$ cat src/rtl/lcd_pkg.sv
// Shared definitions for the 4-bit HD44780 byte writer: FSM states, pin indices
// within {RS,RW,E}, and common controller command bytes.
package lcd_pkg;

  typedef enum logic [2:0] {
    S_IDLE,
    S_SETUP_H,
    S_PULSE_H,
    S_HOLD_H,
    S_SETUP_L,
    S_PULSE_L,
    S_HOLD_L,
    S_WAIT
  } state_t;

  localparam int CTRL_RS = 2;
  localparam int CTRL_RW = 1;
  localparam int CTRL_E  = 0;

  localparam logic [7:0] FUNC_SET_4BIT   = 8'h28;
  localparam logic [7:0] DISP_ON         = 8'h0F;
  localparam logic [7:0] CLEAR           = 8'h01;
  localparam logic [7:0] ENTRY_INC       = 8'h06;
  localparam logic [7:0] SET_DDRAM_LINE2 = 8'hC0;

endpackage

$ cat src/rtl/lcd_delay_counter.sv
// Loadable down-counter shared by every timed state of the byte writer.
// Counts down to zero and parks there; zero flags the last cycle of a state.
module lcd_delay_counter #(
  parameter int CNT_W = 8
) (
  input  logic             clk,
  input  logic             rst_n,
  input  logic             load,
  input  logic [CNT_W-1:0] load_val,
  output logic             zero
);

  logic [CNT_W-1:0] count;

  always_ff @(posedge clk) begin
    if (!rst_n) begin
      count <= '0;
    end else if (load) begin
      count <= load_val;
    end else if (count != '0) begin
      count <= count - 1'b1;
    end
  end

  assign zero = (count == '0);

endmodule

$ cat src/rtl/lcd_byte_writer.sv
// Sends one command/data byte to a 4-bit HD44780 LCD as two E-strobed nibbles
// (or a single nibble), then waits out the controller execution time.
module lcd_byte_writer
  import lcd_pkg::*;
#(
  parameter int CYCLES_PER_US = 50,
  parameter int T_SETUP_US    = 1,
  parameter int T_PULSE_US    = 1,
  parameter int T_HOLD_US     = 1,
  parameter int T_EXEC_US     = 100,
  parameter int T_LONG_US     = 3000
) (
  input  logic       clk,
  input  logic       rst_n,
  input  logic       wr_valid,
  output logic       wr_ready,
  input  logic       wr_rs,
  input  logic       wr_nibble,
  input  logic       wr_long,
  input  logic [7:0] wr_data,
  output logic [2:0] ctrl_lcd,
  output logic [3:0] data_lcd,
  output logic       busy
);

  localparam int T_SETUP = T_SETUP_US * CYCLES_PER_US;
  localparam int T_PULSE = T_PULSE_US * CYCLES_PER_US;
  localparam int T_HOLD  = T_HOLD_US  * CYCLES_PER_US;
  localparam int T_EXEC  = T_EXEC_US  * CYCLES_PER_US;
  localparam int T_LONG  = T_LONG_US  * CYCLES_PER_US;
  localparam int T_MAX   = (T_LONG > T_EXEC) ? T_LONG : T_EXEC;
  localparam int CNT_W   = $clog2(T_MAX + 1);

  localparam logic [CNT_W-1:0] LD_SETUP = CNT_W'(T_SETUP - 1);
  localparam logic [CNT_W-1:0] LD_PULSE = CNT_W'(T_PULSE - 1);
  localparam logic [CNT_W-1:0] LD_HOLD  = CNT_W'(T_HOLD - 1);
  localparam logic [CNT_W-1:0] LD_EXEC  = CNT_W'(T_EXEC - 1);
  localparam logic [CNT_W-1:0] LD_LONG  = CNT_W'(T_LONG - 1);

  if (CYCLES_PER_US < 1 || T_SETUP_US < 1 || T_PULSE_US < 1 ||
      T_HOLD_US < 1 || T_EXEC_US < 1 || T_LONG_US < 1) begin : g_bad_timing
    $error("lcd_byte_writer: every timing parameter must be >= 1");
  end

  state_t           state, state_nxt;
  logic             load;
  logic [CNT_W-1:0] load_val;
  logic             zero;
  logic             accept;
  logic             rs_q, long_q;
  logic [7:0]       byte_q;
  logic [2:0]       ctrl_nxt;
  logic [3:0]       data_nxt;

  assign accept = wr_valid && wr_ready;
  assign busy   = ~wr_ready;

  lcd_delay_counter #(.CNT_W(CNT_W)) u_delay (
    .clk      (clk),
    .rst_n    (rst_n),
    .load     (load),
    .load_val (load_val),
    .zero     (zero)
  );

  // Each timed state loads the counter for its successor on the way out.
  always_comb begin
    state_nxt = state;
    load      = 1'b0;
    load_val  = '0;
    case (state)
      S_IDLE: if (accept) begin
        state_nxt = wr_nibble ? S_SETUP_L : S_SETUP_H;
        load      = 1'b1;
        load_val  = LD_SETUP;
      end
      S_SETUP_H: if (zero) begin state_nxt = S_PULSE_H; load = 1'b1; load_val = LD_PULSE; end
      S_PULSE_H: if (zero) begin state_nxt = S_HOLD_H;  load = 1'b1; load_val = LD_HOLD;  end
      S_HOLD_H:  if (zero) begin state_nxt = S_SETUP_L; load = 1'b1; load_val = LD_SETUP; end
      S_SETUP_L: if (zero) begin state_nxt = S_PULSE_L; load = 1'b1; load_val = LD_PULSE; end
      S_PULSE_L: if (zero) begin state_nxt = S_HOLD_L;  load = 1'b1; load_val = LD_HOLD;  end
      S_HOLD_L: if (zero) begin
        state_nxt = S_WAIT;
        load      = 1'b1;
        load_val  = long_q ? LD_LONG : LD_EXEC;
      end
      S_WAIT:  if (zero) state_nxt = S_IDLE;
      default: state_nxt = S_IDLE;
    endcase
  end

  // Pin values decoded from the current state and registered, so pins lag the
  // state by one cycle; RW stays 0 everywhere.
  always_comb begin
    ctrl_nxt = 3'b000;
    data_nxt = data_lcd;
    case (state)
      S_SETUP_H, S_HOLD_H: begin ctrl_nxt[CTRL_RS] = rs_q; data_nxt = byte_q[7:4]; end
      S_PULSE_H: begin
        ctrl_nxt[CTRL_RS] = rs_q;
        ctrl_nxt[CTRL_E]  = 1'b1;
        data_nxt          = byte_q[7:4];
      end
      S_SETUP_L, S_HOLD_L: begin ctrl_nxt[CTRL_RS] = rs_q; data_nxt = byte_q[3:0]; end
      S_PULSE_L: begin
        ctrl_nxt[CTRL_RS] = rs_q;
        ctrl_nxt[CTRL_E]  = 1'b1;
        data_nxt          = byte_q[3:0];
      end
      S_WAIT:  data_nxt = 4'h0;
      default: ;
    endcase
  end

  always_ff @(posedge clk) begin
    if (!rst_n) begin
      state    <= S_IDLE;
      wr_ready <= 1'b0;
      ctrl_lcd <= 3'b000;
      data_lcd <= 4'h0;
    end else begin
      state    <= state_nxt;
      wr_ready <= (state_nxt == S_IDLE);
      ctrl_lcd <= ctrl_nxt;
      data_lcd <= data_nxt;
    end
  end

  always_ff @(posedge clk) begin
    if (accept) begin
      rs_q   <= wr_rs;
      long_q <= wr_long;
      byte_q <= wr_data;
    end
  end

endmodule
$ cat config.mk
export PLATFORM = sky130hd
export DESIGN_NAME = lcd_byte_writer
export DESIGN_NICKNAME = d
export VERILOG_FILES = /design/src/rtl/lcd_pkg.sv /design/src/rtl/lcd_delay_counter.sv /design/src/rtl/lcd_byte_writer.sv
export SDC_FILE = /design/constraint.sdc
export NUM_CORES = 1
export LEC_CHECK = 0
export ABC_AREA = 1
export BUFFER_PORTS_ARGS = -buffer_cell sky130_fd_sc_hd__buf_2
export CAP_MARGIN = 20
export CORE_AREA = 5 5 75 77
export CTS_BUF_LIST = sky130_fd_sc_hd__clkbuf_4
export CTS_CLUSTER_DIAMETER = 80
export DETAILED_ROUTE_END_ITERATION = 16
export DIE_AREA = 0 0 80 82
export HOLD_SLACK_MARGIN = 0.1
export PLACE_DENSITY_LB_ADDON = 0.12
export SETUP_SLACK_MARGIN = 0.5
export SLEW_MARGIN = 40
export SYNTH_ARGS = -nofsm -noshare
export SYNTH_HDL_FRONTEND = slang
export SYNTH_SLANG_ARGS = --single-unit
$ cat constraint.sdc
create_clock -name clk -period 1.73 [get_ports clk]
set_clock_uncertainty 0.2 [all_clocks]
set_input_delay 0.173 -clock clk [delete_from_list [all_inputs] [get_ports clk]]
set_output_delay 0.173 -clock clk [all_outputs]
set_load 0.02 [all_outputs]
Word-level counts from Yosys, hierarchy flattened
Index checks and enable logic that the tools add are counted.
Storage, ports and cells
  input port bits: 14
  bits in registers: 39
  output and inout bits: 9
  word-level logic and storage cells: 54
Operators by class
  reduce and logical (&&, ||, !) cells: 13
  bitwise logic cells: 1
  equal/unequal tests: 7
  $add $sub $neg: 1
  muxes and demuxes: 22
Operators by type and width (number)
  $mux 18: 4
  $pmux 18 s3: 1
  $mux 3: 9
  $pmux 3 s8: 1
  $logic_not 18->1: 1
  $reduce_bool 18->1: 1
  $sub 18x1->18 const B: 1
  $eq 3x3->1 const B: 4
  $mux 6: 2
  $pmux 4 s3: 1
  $eq 3x2->1 const B: 2
  $logic_not 3->1: 2
  $reduce_or 3->1: 2
  $reduce_or 6->1: 1
  $reduce_or 5->1: 1
  $eq 3x1->1 const B: 1
  $mux 1: 3
  $reduce_bool 3->1: 1
  $pmux 1 s2: 1
  $reduce_and 2->1: 1
  $reduce_bool 2->1: 1
  $reduce_or 2->1: 1
  $logic_and 1x1->1: 1
  $not 1->1: 1

Depth between registers and ports, before layout
Gate-level depths: netlist (run 1).
  depth after elaboration: 4
  depth in mapped cells: 10
  depth with buffers taken out: 10

Cells and area by module
A second synthesis (run 1) with hierarchy kept.
Unflattened totals
  cells, all modules: 295
  area total of the unflattened synthesis: 2125.8 um^2
Modules (own cells, without submodules)
  lcd_delay_counter: seq. area each 360.3 um^2, instances 1, area an instance 1246.2 um^2, cells each 207
  lcd_byte_writer: seq. area each 500.5 um^2, instances 1, area an instance 879.6 um^2, cells each 88

Worst setup path before layout (run 1)
Ideal clock, no wire load.
  path kind: reg2reg
  start point: register wr_ready
  end point: register u_delay.count[11]
  data required time: 1417 ps
  path slack: 13 ps
  arrival: 1404 ps
  clock period less this slack: 1717 ps
  stages on the path, launching flop included: 8
  cell sequence: dfxtp_1 -> nand2_1 -> inv_1 -> nand2_4 -> nand4_4 -> nand2_1 -> nor2_1 -> nor2_2
On the way
  longest elaborated chain between the ends: 4
  elaborated cells between the ends (all ways): 5
  classes of those cells: mux: 3; reduce/logical: 2
RTL lines
  start, declared: RTL line lcd_byte_writer.sv:16  | output logic wr_ready,
  start signal, assigned: RTL line lcd_byte_writer.sv:123  | wr_ready <= (state_nxt == S_IDLE);
  $logic_and 1x1->1 (*): RTL line lcd_byte_writer.sv:55  | assign accept = wr_valid && wr_ready;
  net accept: RTL line lcd_byte_writer.sv:49  | logic accept;
  $mux 1 (*): RTL line lcd_byte_writer.sv:72  | S_IDLE: if (accept) begin
  $pmux 1 s2 (*): RTL line lcd_byte_writer.sv:71  | case (state)
  $mux 18 or $reduce_bool 2->1 (tied branches)
  end signal, assigned: RTL line lcd_delay_counter.sv:19  | count <= load_val;
  end signal, assigned: RTL line lcd_delay_counter.sv:21  | count <= count - 1'b1;
  end, declared: RTL line lcd_delay_counter.sv:13  | logic [CNT_W-1:0] count;
Mark *: on every way through the listed nets, which the timed path passes. The rest lies on a longest branch.
A chain may end at the register's enable or synchronous reset.

Worst setup path in the final report (run 1)
  start point: register u_delay.count[17]
  end point: register u_delay.count[5]
On the way
  longest elaborated chain between the ends: 4
  elaborated cells between the ends (all ways): 9
  classes of those cells: mux: 6; reduce/logical: 3
RTL lines
  $logic_not 18->1: RTL line lcd_delay_counter.sv:25  | assign zero = (count == '0);
  $mux 18 (tied with other cells): RTL line lcd_byte_writer.sv:82  | S_HOLD_L: if (zero) begin
  $pmux 18 s3 or $pmux 1 s2 (tied branches): RTL line lcd_byte_writer.sv:71
  $mux 18 or $reduce_bool 2->1 (tied branches)
Several ways; a longest one is shown, not always the timed one.

==> results by group, run 1 <==
Outcome
  – Result of the run: complete, no violations

Pwr
  – Maximum vdd ir drop: 0.7797 mV
  – Combinational share of power: 0.681
  – Proportion of total power due to net switching: 0.4493
  – Pwr per Cell Area: 1923 mW/mm^2
  – Cell internal pwr: ~3.3 mW
  – Total net switching power: roughly 2.7 mW
  – Leakage component of the power: around 1.4 nW
  – Clk pwr share: 0.083
  – Proportion of power drawn by flip-flops and latches: 0.235

Synthesis
  – Area share of the largest cell type after synthesis: 0.2686
  – Netlist area before placement: roughly 0.0021 sq mm
  – Seq/Total Area, Yosys: 0.4125
  – Cell with the most instances after synthesis: nand2_1
  – Predominant post-synthesis flop cell: dfxtp_1
  – Number of distinct library cells after synthesis: 33
  – Yosys warning count: 0
  – Cells after Synth: 264
  – Cell taking the most area after synthesis: dfxtp_1
  – Syn Nets: 280
  – Ranking of synthesized cells by area: dfxtp_1, edfxtp_1, nand2_1
  – Most numerous cell types in the synthesized netlist: nand2_1, nor2_1, dfxtp_1
  – EDFF count, synth: 10
  – Average cell area after synthesis: 7.905 sq um
  – Share of flip-flops with an asynchronous set or reset: 0
  – Number of storage elements in the synthesis netlist: 38

Clock tree
  – Number of buffers between clock root and the deepest sink: 2
  – Clock Pin Slew Worst Setup and Hold Paths: 130 ps
  – TritonCTS sink count: 38
  – TritonCTS Buffers: 5
  – H-tree lvl count: 2
  – Clock tree from TritonCTS: yes
  – Clk_lat worst skew: around 350 ps
  – CTS Root Buffer Type: clkbuf_4

Worst hold path
  – Hold_sp: wr_valid
  – Hold path cells: 5
  – Min-Delay Path Class: in -> reg
  – End point of the most critical hold path: state[0]$_SDFF_PN0_

Setup path
  – Delay of the slowest cell on the worst path: 340 ps
  – Arrival time of the worst setup path: between 1500 and 2000 ps
  – Library cell contributing the largest single delay on the critical path: dfxtp_2
  – Worst setup path class: reg -> reg
  – Crit path from: u_delay.count[17]$_SDFFE_PN0P_
  – Beginning of the worst register-to-register path: u_delay.count[17]$_SDFFE_PN0P_
  – Worst Reg2Reg Path Length in Cells: 9
  – Startpoint type of the worst setup path: register
  – Setup slack, reg-to-reg: 20 ps
  – Worst-path cell chain: nor2_1 -> buf_4 -> nand3_4 -> nor2_8 -> nand4_1 -> buf_4 -> nand2_2 -> nor2_2 -> nor2_2
  – Sort of element at the end of the critical path: register
  – Required time at the endpoint of the critical path: between 1500 and 2000 ps
  – CP max FO: 5
  – Cell type group with the largest total delay on the critical path: simple AND/OR/NAND/NOR gates
  – Buffer and inverter count on the worst path: 2
  – Worst flop-to-flop path endpoint: u_delay.count[5]$_SDFFE_PN0P_

Floorplanning
  – DIE WIDTH: about 80 um
  – Number of I/O pins: 23
  – Full die area: 0.006560 sq mm
  – Row cnt: 26
  – Std-Cell Core Area: slightly below 0.005 sq mm
  – Die height: 82 um
  – Initial cell density of the core: 0.4221

GRT
  – Global-route wire length before repair: 8976 um
  – Via count of the first global-routing pass: 1973
  – Largest net degree at the start of global routing: 14
  – Antenna violations before repair: 0
  – Combined global-route utilization of all metal layers: 0.1770
  – Total global routing overflow: 0

Detailed routing
  – DRC marker count from the first detailed-route iteration: 85
  – DRC violation count after routing: 0
  – 1st-pass router iterations: 4
  – Average wire length per cell after detail routing: between 10 and 15 um
  – ANT nets after route: 0
  – Vias after detailed routing: 2000
  – Routed via count divided by cell count: 4.796
  – Total Wirelength: between 5000 and 6000 um

Final layout
  – Final #Nets: ~360
  – Diodes inserted: 0
  – Fraction of layout cells with a size suffix above 1: 0.5274
  – Multi-input gate area: 0.001325 sq mm
  – Area added between synthesis and finish: 48.80%
  – FF/Latch Area: 892.1 sq um
  – Filler Cell Count: approximately 450
  – Post-route insts no fill: between 400 and 500
  – Final Instance Area: 0.003105 sq mm

Run
  – Maximum Capacitance Violations: 0

STA
  – Hold violation total from the final report: 0
  – Part of the cycle the worst path needs: 0.9857
  – Setup repair after global routing missed its margin: yes
  – Maximum operating frequency: just under 0.6 GHz
  – Number of max-slew violations in the final report: 0
  – Count of final setup violators: 0
  – Crit path time final: roughly 1700 ps

Place
  – Placer Congestion: between 0.8 and 0.9
  – Instance area after placement: about 0.0025 sq mm
  – Count of input and output buffers: 21
  – Placed Instances: 381
  – HPWL after DPL: 3754 um
-- state kept, by name, indices dropped and copies added (netlist names) --
signal         flops
u_delay.count     18
byte_q             8
data_lcd           4
state              3
ctrl_lcd           2
long_q             1
rs_q               1
wr_ready           1
-- worst max-delay path by stage --
stage | slack (ps) | cells past startpoint | to
final | 20 | 9 | u_delay.count[5]$_SDFFE_PN0P_
after global routing | -60 | 9 | u_delay.count[6]$_SDFFE_PN0P_
after CTS | 100 | 9 | u_delay.count[2]$_SDFFE_PN0P_
after detailed placement | 50 | 7 | u_delay.count[10]$_SDFFE_PN0P_
after global placement | -10 | 9 | u_delay.count[11]$_SDFFE_PN0P_
after floorplan | 140 | 7 | u_delay.count[4]$_SDFFE_PN0P_
-- cell type report --
cell class / instances / share of cell area
inverter: 25 / 0.03465
sequential: 38 / 0.2873
timing repair buffer: 79 / 0.2039
multi-input combinational: 197 / 0.4267
clock buffer: 8 / 0.01934
tap: 70 / 0.02820
-- layer usage --
metal | vias to the layer above | part of all wire | global-route usage
li1 | 1021 | - | -
met1 | 921 | 0.41 | 0.2074
met2 | 44 | 0.52 | 0.3146
met3 | 14 | 0.039 | 0.03618
met4 | 0 | 0.032 | 0.07264
met5 | - | 0 | 0
-- cells in the final DEF, fill, tap and decap left out, types with 3 or more instances in the layout --
cell type / Yosys / routed
dfxtp_2: 0 / 16
dfxtp_1: 28 / 9
buf_6: 3 / 4
o21ai_0: 10 / 9
nand2_4: 6 / 8
nand3b_1: 3 / 3
nor2_1: 42 / 27
buf_2: 1 / 15
edfxtp_1: 10 / 10
xnor2_1: 4 / 4
xor2_1: 4 / 3
dfxtp_4: 0 / 3
a21oi_2: 5 / 7
clkbuf_4: 0 / 8
nand3_2: 1 / 3
nand3_1: 24 / 21
inv_2: 5 / 9
nor2_4: 3 / 14
a21oi_1: 9 / 7
nor2_2: 13 / 18
inv_1: 19 / 13
nand2_2: 4 / 14
buf_4: 1 / 46
nand2_1: 52 / 38
nand4_1: 4 / 4
dlygate4sd3_1: 0 / 12
-- power groups by stage --
| stage | sequential (mW) | combinational, mW | clock (mW) |
|---|---|---|---|
| after floorplan | 1.42 | 2.09 | 0 |
| after global placement | 1.37 | 3.02 | 0 |
| after detailed placement | 1.37 | 3.01 | 0 |
| after CTS | 1.39 | 3.72 | 0.518 |
| after global routing | 1.44 | 4.45 | 0.563 |
| final | 1.40 | 4.07 | 0.498 |
-- per-stage QoR --
stage | setup TNS [ps] | total power [mW] | util | hold slack [ps] | worst slack (ps)
after global placement | -21.32 | 4.382 | 0.5116 | 149.1 | -13.34
after floorplan | 0 | 3.518 | - | 70.63 | 142.4
after CTS | 0 | 5.628 | 0.5989 | -45.97 | 104.1
final | 0 | 5.970 | 0.6280 | 73.77 | 24.76
after detailed placement | 0 | 4.381 | 0.5116 | 151.1 | 45.95
after global routing | -155.9 | 6.453 | 0.6280 | 81.33 | -58.59
-- cells by family after synthesis --
logic type | count (synthesis) | synth area share
adder cells (fa/ha/maj) | 2 | 0.01199
buffers and inverters | 30 | 0.06835
AND/OR/NAND/NOR | 159 | 0.3975
XOR/XNOR | 8 | 0.03357
AO/OA/AOI/OAI | 26 | 0.07434
other | 1 | 0.001797
flip-flops | 38 | 0.4125
-- worst register-to-register path: cells and delay by family, from the launching register on --
family / cells / cell delay [ps]
flip-flops: 1 / 340
AND/OR/NAND/NOR: 7 / 750
buffers and inverters: 2 / 340
-- repair_timing --
item,4_1_cts,5_1_grt
pin swaps,14,7
endpoints found under the setup margin,29,32
hold buffers,11,1
gates resized for setup,45,38
endpoints found under the hold margin,31,20
buffers inserted,12,2
gates cloned,2,0
Power figures use the tool's default switching activity.
==> inputs of run 2 (changes only) <==
Settings changed: CORE_AREA 5 5 75 77 to 5 5 69 71, DIE_AREA 0 0 80 82 to 0 0 74 76.
==> run 2 against run 1 <==
  * Combinational power fell by 15%
  * Via count is 1.2% lower
  * Largest cell class unchanged
  * Count of clock-buffer cells in the layout decreased by 3
  * Register-to-register slack improved by 40 ps
  * Total power down 11%
  * Sequential cell count unchanged
  * Critical path type unchanged
==> results by group, run 2 (synthesis gave the netlist of run 1 again) <==
Outcome
  – Result of the run: complete, no violations

Place
  – Count of input and output buffers: 21 (unchanged)
  – HPWL after DPL: 3593 um (-4.3%)
  – Placer Congestion: 0.8899 (+3.0%)
  – Placed Instances: 364 (-4.5%)

Floorplanning
  – DIE WIDTH: 74 um (-7.5%)
  – Die height: 76 um (-7.3%)
  – Number of I/O pins: 23 (unchanged)
  – Row cnt: 24 (-7.7%)
  – Initial cell density of the core: 0.5000 (+0.07794)
  – Std-Cell Core Area: 0.004174 sq mm (-16%)
  – Full die area: 0.005624 sq mm (-14%)

STA
  – Number of max-slew violations in the final report: 0 (unchanged)
  – Part of the cycle the worst path needs: 0.9600 (-0.02573)
  – Crit path time final: 1661 ps (-44.52 ps)
  – Fin Hold WS: 60.70 ps (-13.07 ps)
  – Setup repair after global routing missed its margin: yes
  – Count of final setup violators: 0 (unchanged)
  – Maximum operating frequency: 0.6021 GHz (+2.7%)
  – Hold violation total from the final report: 0 (unchanged)

Detailed routing
  – Routed via count divided by cell count: 4.992 (+4.1%)
  – DRC violation count after routing: 0 (unchanged)
  – Average wire length per cell after detail routing: 13.21 um (+3.7%)
  – 1st-pass router iterations: 4 (unchanged)
  – ANT nets after route: 0 (unchanged)
  – DRC marker count from the first detailed-route iteration: 111 (+31%)
  – Total Wirelength: 5233 um (-1.5%)
  – Vias after detailed routing: 1977 (-1.2%)

Final layout
  – Commonest non-fill, non-tap cells in the layout: nand2_1, buf_4, nor2_1
  – Filler Cell Count: 347 (-22%)
  – Flip-flop count of the largest register after layout: 18 (unchanged)
  – Post-route insts no fill: 396 (-5.0%)
  – Multi-input gate area: 0.001237 sq mm (-6.6%)
  – Leading cell type in the layout, fill and taps excluded: nand2_1
  – FF/Latch Area: 884.6 sq um (-0.84%)
  – Final #Nets: 359 (-0.83%)
  – Area added between synthesis and finish: 41.55%
  – Registers with the most flip-flops: u_delay.count (18), byte_q (8), data_lcd (4)
  – Diodes inserted: 0 (unchanged)
  – Register bank with the most flops: u_delay.count
  – Fraction of layout cells with a size suffix above 1: 0.4448 (-0.08261)

GRT
  – Via count of the first global-routing pass: 2009 (+1.8%)
  – Combined global-route utilization of all metal layers: 0.2002 (+0.02316)
  – Total global routing overflow: 0 (unchanged)
  – Largest net degree at the start of global routing: 14 (unchanged)
  – Antenna violations before repair: 0 (unchanged)
  – Global-route wire length before repair: 8852 um (-1.4%)

Setup path
  – Crit path from: u_delay.count[3]$_SDFFE_PN0P_
  – Sort of element at the end of the critical path: register
  – Worst setup path class: reg -> reg
  – CP max FO: 7 (+2)
  – Arrival time of the worst setup path: 1750 ps (-30 ps)
  – Startpoint type of the worst setup path: register
  – Required time at the endpoint of the critical path: 1820 ps (about the same)
  – Beginning of the worst register-to-register path: u_delay.count[3]$_SDFFE_PN0P_

Pwr
  – Leakage component of the power: 1.338 nW (-2.4%)
  – Pwr per Cell Area: 1801 mW/mm^2 (-6.3%)
  – Cell internal pwr: 2.860 mW (-13%)
  – Proportion of total power due to net switching: 0.4624 (+0.01315)
  – Combinational share of power: 0.652 (-0.029)
  – Clk pwr share: 0.086 (+0.003)
  – Maximum vdd ir drop: 0.7766 mV (-0.39%)
  – Proportion of power drawn by flip-flops and latches: 0.262 (+0.027)
  – Total net switching power: 2.461 mW (-8.3%)

Clock tree
  – CTS Hold Buffers Added: 16 (+5)
  – Clock tree from TritonCTS: yes
  – CTS Root Buffer Type: clkbuf_4
  – Clock Pin Slew Worst Setup and Hold Paths: 130 ps (about the same)
  – TritonCTS sink count: 38 (unchanged)
  – Number of buffers between clock root and the deepest sink: 2 (unchanged)
  – H-tree lvl count: 2 (unchanged)
  – Clk_lat worst skew: 350 ps (about the same)
  – TritonCTS Buffers: 5 (unchanged)

Worst hold path
  – Min-Delay Path Class: in -> reg
  – Hold_sp: wr_valid

Run
  – Maximum Capacitance Violations: 0 (unchanged)
==> run 2: final timing paths <==
check	cells past startpoint	end	slack (ps)
hold reg to reg	2	data_lcd[2]$_SDFFE_PN0P_	330
hold / removal	5	state[0]$_SDFF_PN0_	60
setup / recovery	8	u_delay.count[1]$_SDFFE_PN0P_	70
setup reg to reg	8	u_delay.count[1]$_SDFFE_PN0P_	70
==> run 2: per-layer routing <==
layer / track usage / wire (um) / up-vias
met1: 0.2347 / 2184 / 907
met2: 0.3404 / 2707 / 44
met4: 0.09601 / 153 / 0
li1: - / - / 1013
met5: 0 / 0 / -
met3: 0.03826 / 188 / 13
==> run 2: per-stage QoR <==
| step | TNS, ps | area, sq um | utilization | setup slack (ps) | total power, mW |
|---|---|---|---|---|---|
| after detailed placement | 0 | 2502 | 0.5995 | 6.376 | 4.341 |
| final | 0 | 2954 | 0.7077 | 69.28 | 5.321 |
| after CTS | 0 | 2839 | 0.6802 | 85.49 | 5.130 |
| after floorplan | 0 | 2142 | - | 142.4 | 3.518 |
| after global routing | -12.14 | 2954 | 0.7077 | -12.14 | 5.781 |
| after global placement | -3.642 | 2502 | 0.5995 | -3.642 | 4.314 |
==> run 2: what timing repair did <==
item | CTS | global route
gates resized for setup | 27 | 30
endpoints found under the hold margin | 31 | 1
pin swaps | 19 | 8
endpoints found under the setup margin | 32 | 34
buffers inserted | 6 | 2
==> run 2: final cells by class <==
cell class              count  area share
well taps                  52     0.02202
multi-input cells         196      0.4189
clock inverters             3    0.005506
repair buffers             77      0.2067
inverters                  25     0.03473
clock buffers               5     0.01271
flip-flops and latches     38      0.2994
==> run 2: worst max-delay path, stage by stage, from the launching register on <==
cell     delay, ps
dfxtp_2        370
nor2_4         170
nand2_4        100
nor2_8         200
nand4_4        200
buf_6          190
nor2_4          70
nor2_2          30
nor2_1          70
==> run 2: power groups by stage <==
stage | clock [mW] | combinational [mW] | sequential, mW
after floorplan | 0 | 2.09 | 1.42
after CTS | 0.477 | 3.29 | 1.36
after global routing | 0.519 | 3.84 | 1.43
after detailed placement | 0 | 2.98 | 1.36
after global placement | 0 | 2.95 | 1.36
final | 0.460 | 3.47 | 1.39
==> inputs of run 3 (changes only) <==
Settings changed: CORE_AREA 5 5 69 71 to 5 5 71 73, DIE_AREA 0 0 74 76 to 0 0 76 78.
==> run 3 against run 2 <==
  * Global-route usage shrank 1.2 points
  * Sequential power is 4% higher
  * Combinational power grew 7.8%
  * Highest routed layer unchanged
  * Sequential cell count unchanged
==> results by group, run 3 (synthesis gave the netlist of run 1 again) <==
Final layout
  – Flip-flop count of the largest register after layout: 18 (unchanged)
  – Diodes inserted: 0 (unchanged)
  – Core utilization of the finished layout: 0.7287 (+0.02100)
  – Commonest non-fill, non-tap cells in the layout: nand2_1, buf_4, nor2_1
  – Area added between synthesis and finish: 49.94%
  – Registers with the most flip-flops: u_delay.count (18), byte_q (8), data_lcd (4)
  – Leading cell type in the layout, fill and taps excluded: nand2_1
  – Final #Nets: 367 (+2.2%)
  – Fraction of layout cells with a size suffix above 1: 0.4716 (+0.02682)
  – Register bank with the most flops: u_delay.count

Setup path
  – CP max FO: 7 (unchanged)
  – Cell type group with the largest total delay on the critical path: simple AND/OR/NAND/NOR gates
  – Arrival time of the worst setup path: 1790 ps (+40 ps)
  – Setup slack, reg-to-reg: 30 ps (-40 ps)
  – Sort of element at the end of the critical path: register
  – Library cell contributing the largest single delay on the critical path: dfxtp_2
  – Delay of the slowest cell on the worst path: 360 ps (about the same)
  – Startpoint type of the worst setup path: register
  – Worst-path cell chain: inv_4 -> ha_4 -> nand3_4 -> nor2_8 -> nand4_4 -> nand2_2 -> inv_2 -> a21oi_2
  – Buffer and inverter count on the worst path: 2 (+1)
  – Required time at the endpoint of the critical path: 1820 ps (about the same)
  – Worst setup path class: reg -> reg

Detailed routing
  – DRC marker count from the first detailed-route iteration: 75 (-32%)
  – DRC violation count after routing: 0 (unchanged)
  – Average wire length per cell after detail routing: 13.84 um (+4.7%)
  – ANT nets after route: 0 (unchanged)
  – Vias after detailed routing: 1981 (+0.20%)
  – Routed via count divided by cell count: 4.903 (-1.8%)
  – 1st-pass router iterations: 4 (unchanged)
  – Total Wirelength: 5592 um (+6.9%)

Floorplanning
  – DIE WIDTH: 76 um (+2.7%)
  – Initial cell density of the core: 0.4860 (-0.01399)
  – Std-Cell Core Area: 0.004294 sq mm (+2.9%)
  – Die height: 78 um (+2.6%)
  – Row cnt: 24 (unchanged)
  – Number of I/O pins: 23 (unchanged)
  – Full die area: 0.005928 sq mm (+5.4%)

GRT
  – Combined global-route utilization of all metal layers: 0.1885 (-0.01164)
  – Antenna violations before repair: 0 (unchanged)
  – Via count of the first global-routing pass: 2030 (+1.0%)
  – Total global routing overflow: 0 (unchanged)
  – Global-route wire length before repair: 9045 um (+2.2%)
  – Largest net degree at the start of global routing: 14 (unchanged)

Outcome
  – Result of the run: complete, no violations

Pwr
  – Maximum vdd ir drop: 0.9247 mV (+19%)
  – Pwr per Cell Area: 1806 mW/mm^2 (+0.30%)
  – Total net switching power: 2.587 mW (+5.1%)
  – Combinational share of power: 0.662 (+0.010)
  – Cell internal pwr: 3.066 mW (+7.2%)
  – Proportion of power drawn by flip-flops and latches: 0.255 (-0.007)
  – Overall Power: 5.653 mW (+6.2%)
  – Clk pwr share: 0.082 (-0.004)
  – Leakage component of the power: 1.423 nW (+6.3%)
  – Proportion of total power due to net switching: 0.4576 (-0.004865)

Clock tree
  – Clock Pin Slew Worst Setup and Hold Paths: 130 ps (about the same)
  – Number of buffers between clock root and the deepest sink: 2 (unchanged)
  – TritonCTS sink count: 38 (unchanged)
  – TritonCTS Buffers: 5 (unchanged)
  – Clock tree from TritonCTS: yes
  – CTS Hold Buffers Added: 17 (+1)
  – CTS Root Buffer Type: clkbuf_4
  – Clk_lat worst skew: 350 ps (about the same)
  – H-tree lvl count: 2 (unchanged)

Worst hold path
  – Min-Delay Path Class: in -> reg

Place
  – HPWL after DPL: 3773 um (+5.0%)
  – Count of input and output buffers: 21 (unchanged)
  – Placer Congestion: 0.8219 (-7.6%)

STA
  – Hold violation total from the final report: 0 (unchanged)
  – Crit path time final: 1701 ps (+40.19 ps)
  – Count of final setup violators: 0 (unchanged)
  – Part of the cycle the worst path needs: 0.9832 (+0.02323)
  – Setup repair after global routing missed its margin: yes
  – Maximum operating frequency: 0.5879 GHz (-2.4%)
  – Number of max-slew violations in the final report: 0 (unchanged)

Run
  – Maximum Capacitance Violations: 0 (unchanged)
run 3: final timing paths:
| check | from | endpoint | cells after the start |
|---|---|---|---|
| worst max-delay path | u_delay.count[0]$_SDFFE_PN0P_ | u_delay.count[3]$_SDFFE_PN0P_ | 8 |
| worst min-delay path | wr_valid | state[0]$_SDFF_PN0_ | 5 |
| worst max register to register | u_delay.count[0]$_SDFFE_PN0P_ | u_delay.count[3]$_SDFFE_PN0P_ | 8 |
| worst min register to register | byte_q[3]$_DFFE_PP_ | data_lcd[3]$_SDFFE_PN0P_ | 2 |
run 3: per-stage QoR:
| step | std cells | TNS [ps] | setup slack [ps] | area (sq um) | hold WS, ps |
|---|---|---|---|---|---|
| floorplan | 264 | 0 | 142.4 | 2142 | 70.63 |
| finish | 404 | 0 | 29.08 | 3129 | 62.97 |
| global placement | 367 | 0 | 21.20 | 2525 | 149.1 |
| detailed placement | 367 | 0 | 42.77 | 2525 | 151.1 |
| global route | 404 | -342.9 | -57.31 | 3129 | 84.63 |
| CTS | 397 | 0 | 71.62 | 2890 | 31.85 |
run 3: per-layer routing:
| layer | up-vias | global-route usage | routed length [um] |
|---|---|---|---|
| li1 | 1030 | - | - |
| met1 | 904 | 0.2097 | 2331 |
| met2 | 36 | 0.3493 | 3008 |
| met3 | 11 | 0.03935 | 147 |
| met4 | 0 | 0.07117 | 104 |
| met5 | - | 0 | 0 |
run 3: tightest hold or removal path, cell delays in order:
cell       delay (ps)
buf_2             110
nand2_4            60
o2111ai_1         100
nand2_1           100
nor2_1             40
run 3: final cells by class:
type	instances	area [sq um]
clock buffer	5	37.54
clock inverter	3	16.27
fill	345	1165
inverter	25	112.6
multi-input combinational	196	1266
sequential	38	895.9
tap	52	65.06
timing repair buffer	85	735.7
run 3: repair_timing:
item / CTS / global route
buffers inserted: 5 / 7
gates cloned: 0 / 0
resized for setup: 35 / 53
hold endpoints to repair: 30 / 1
pin swaps: 14 / 16
endpoints found under the setup margin: 32 / 34
run 3: power by group through the flow:
| stage | registers (mW) | logic [mW] | clock network [mW] |
|---|---|---|---|
| after global routing | 1.47 | 4.09 | 0.519 |
| after floorplan | 1.42 | 2.09 | 0 |
| final | 1.44 | 3.74 | 0.466 |
| after CTS | 1.39 | 3.31 | 0.480 |
| after detailed placement | 1.38 | 2.99 | 0 |
| after global placement | 1.38 | 2.96 | 0 |
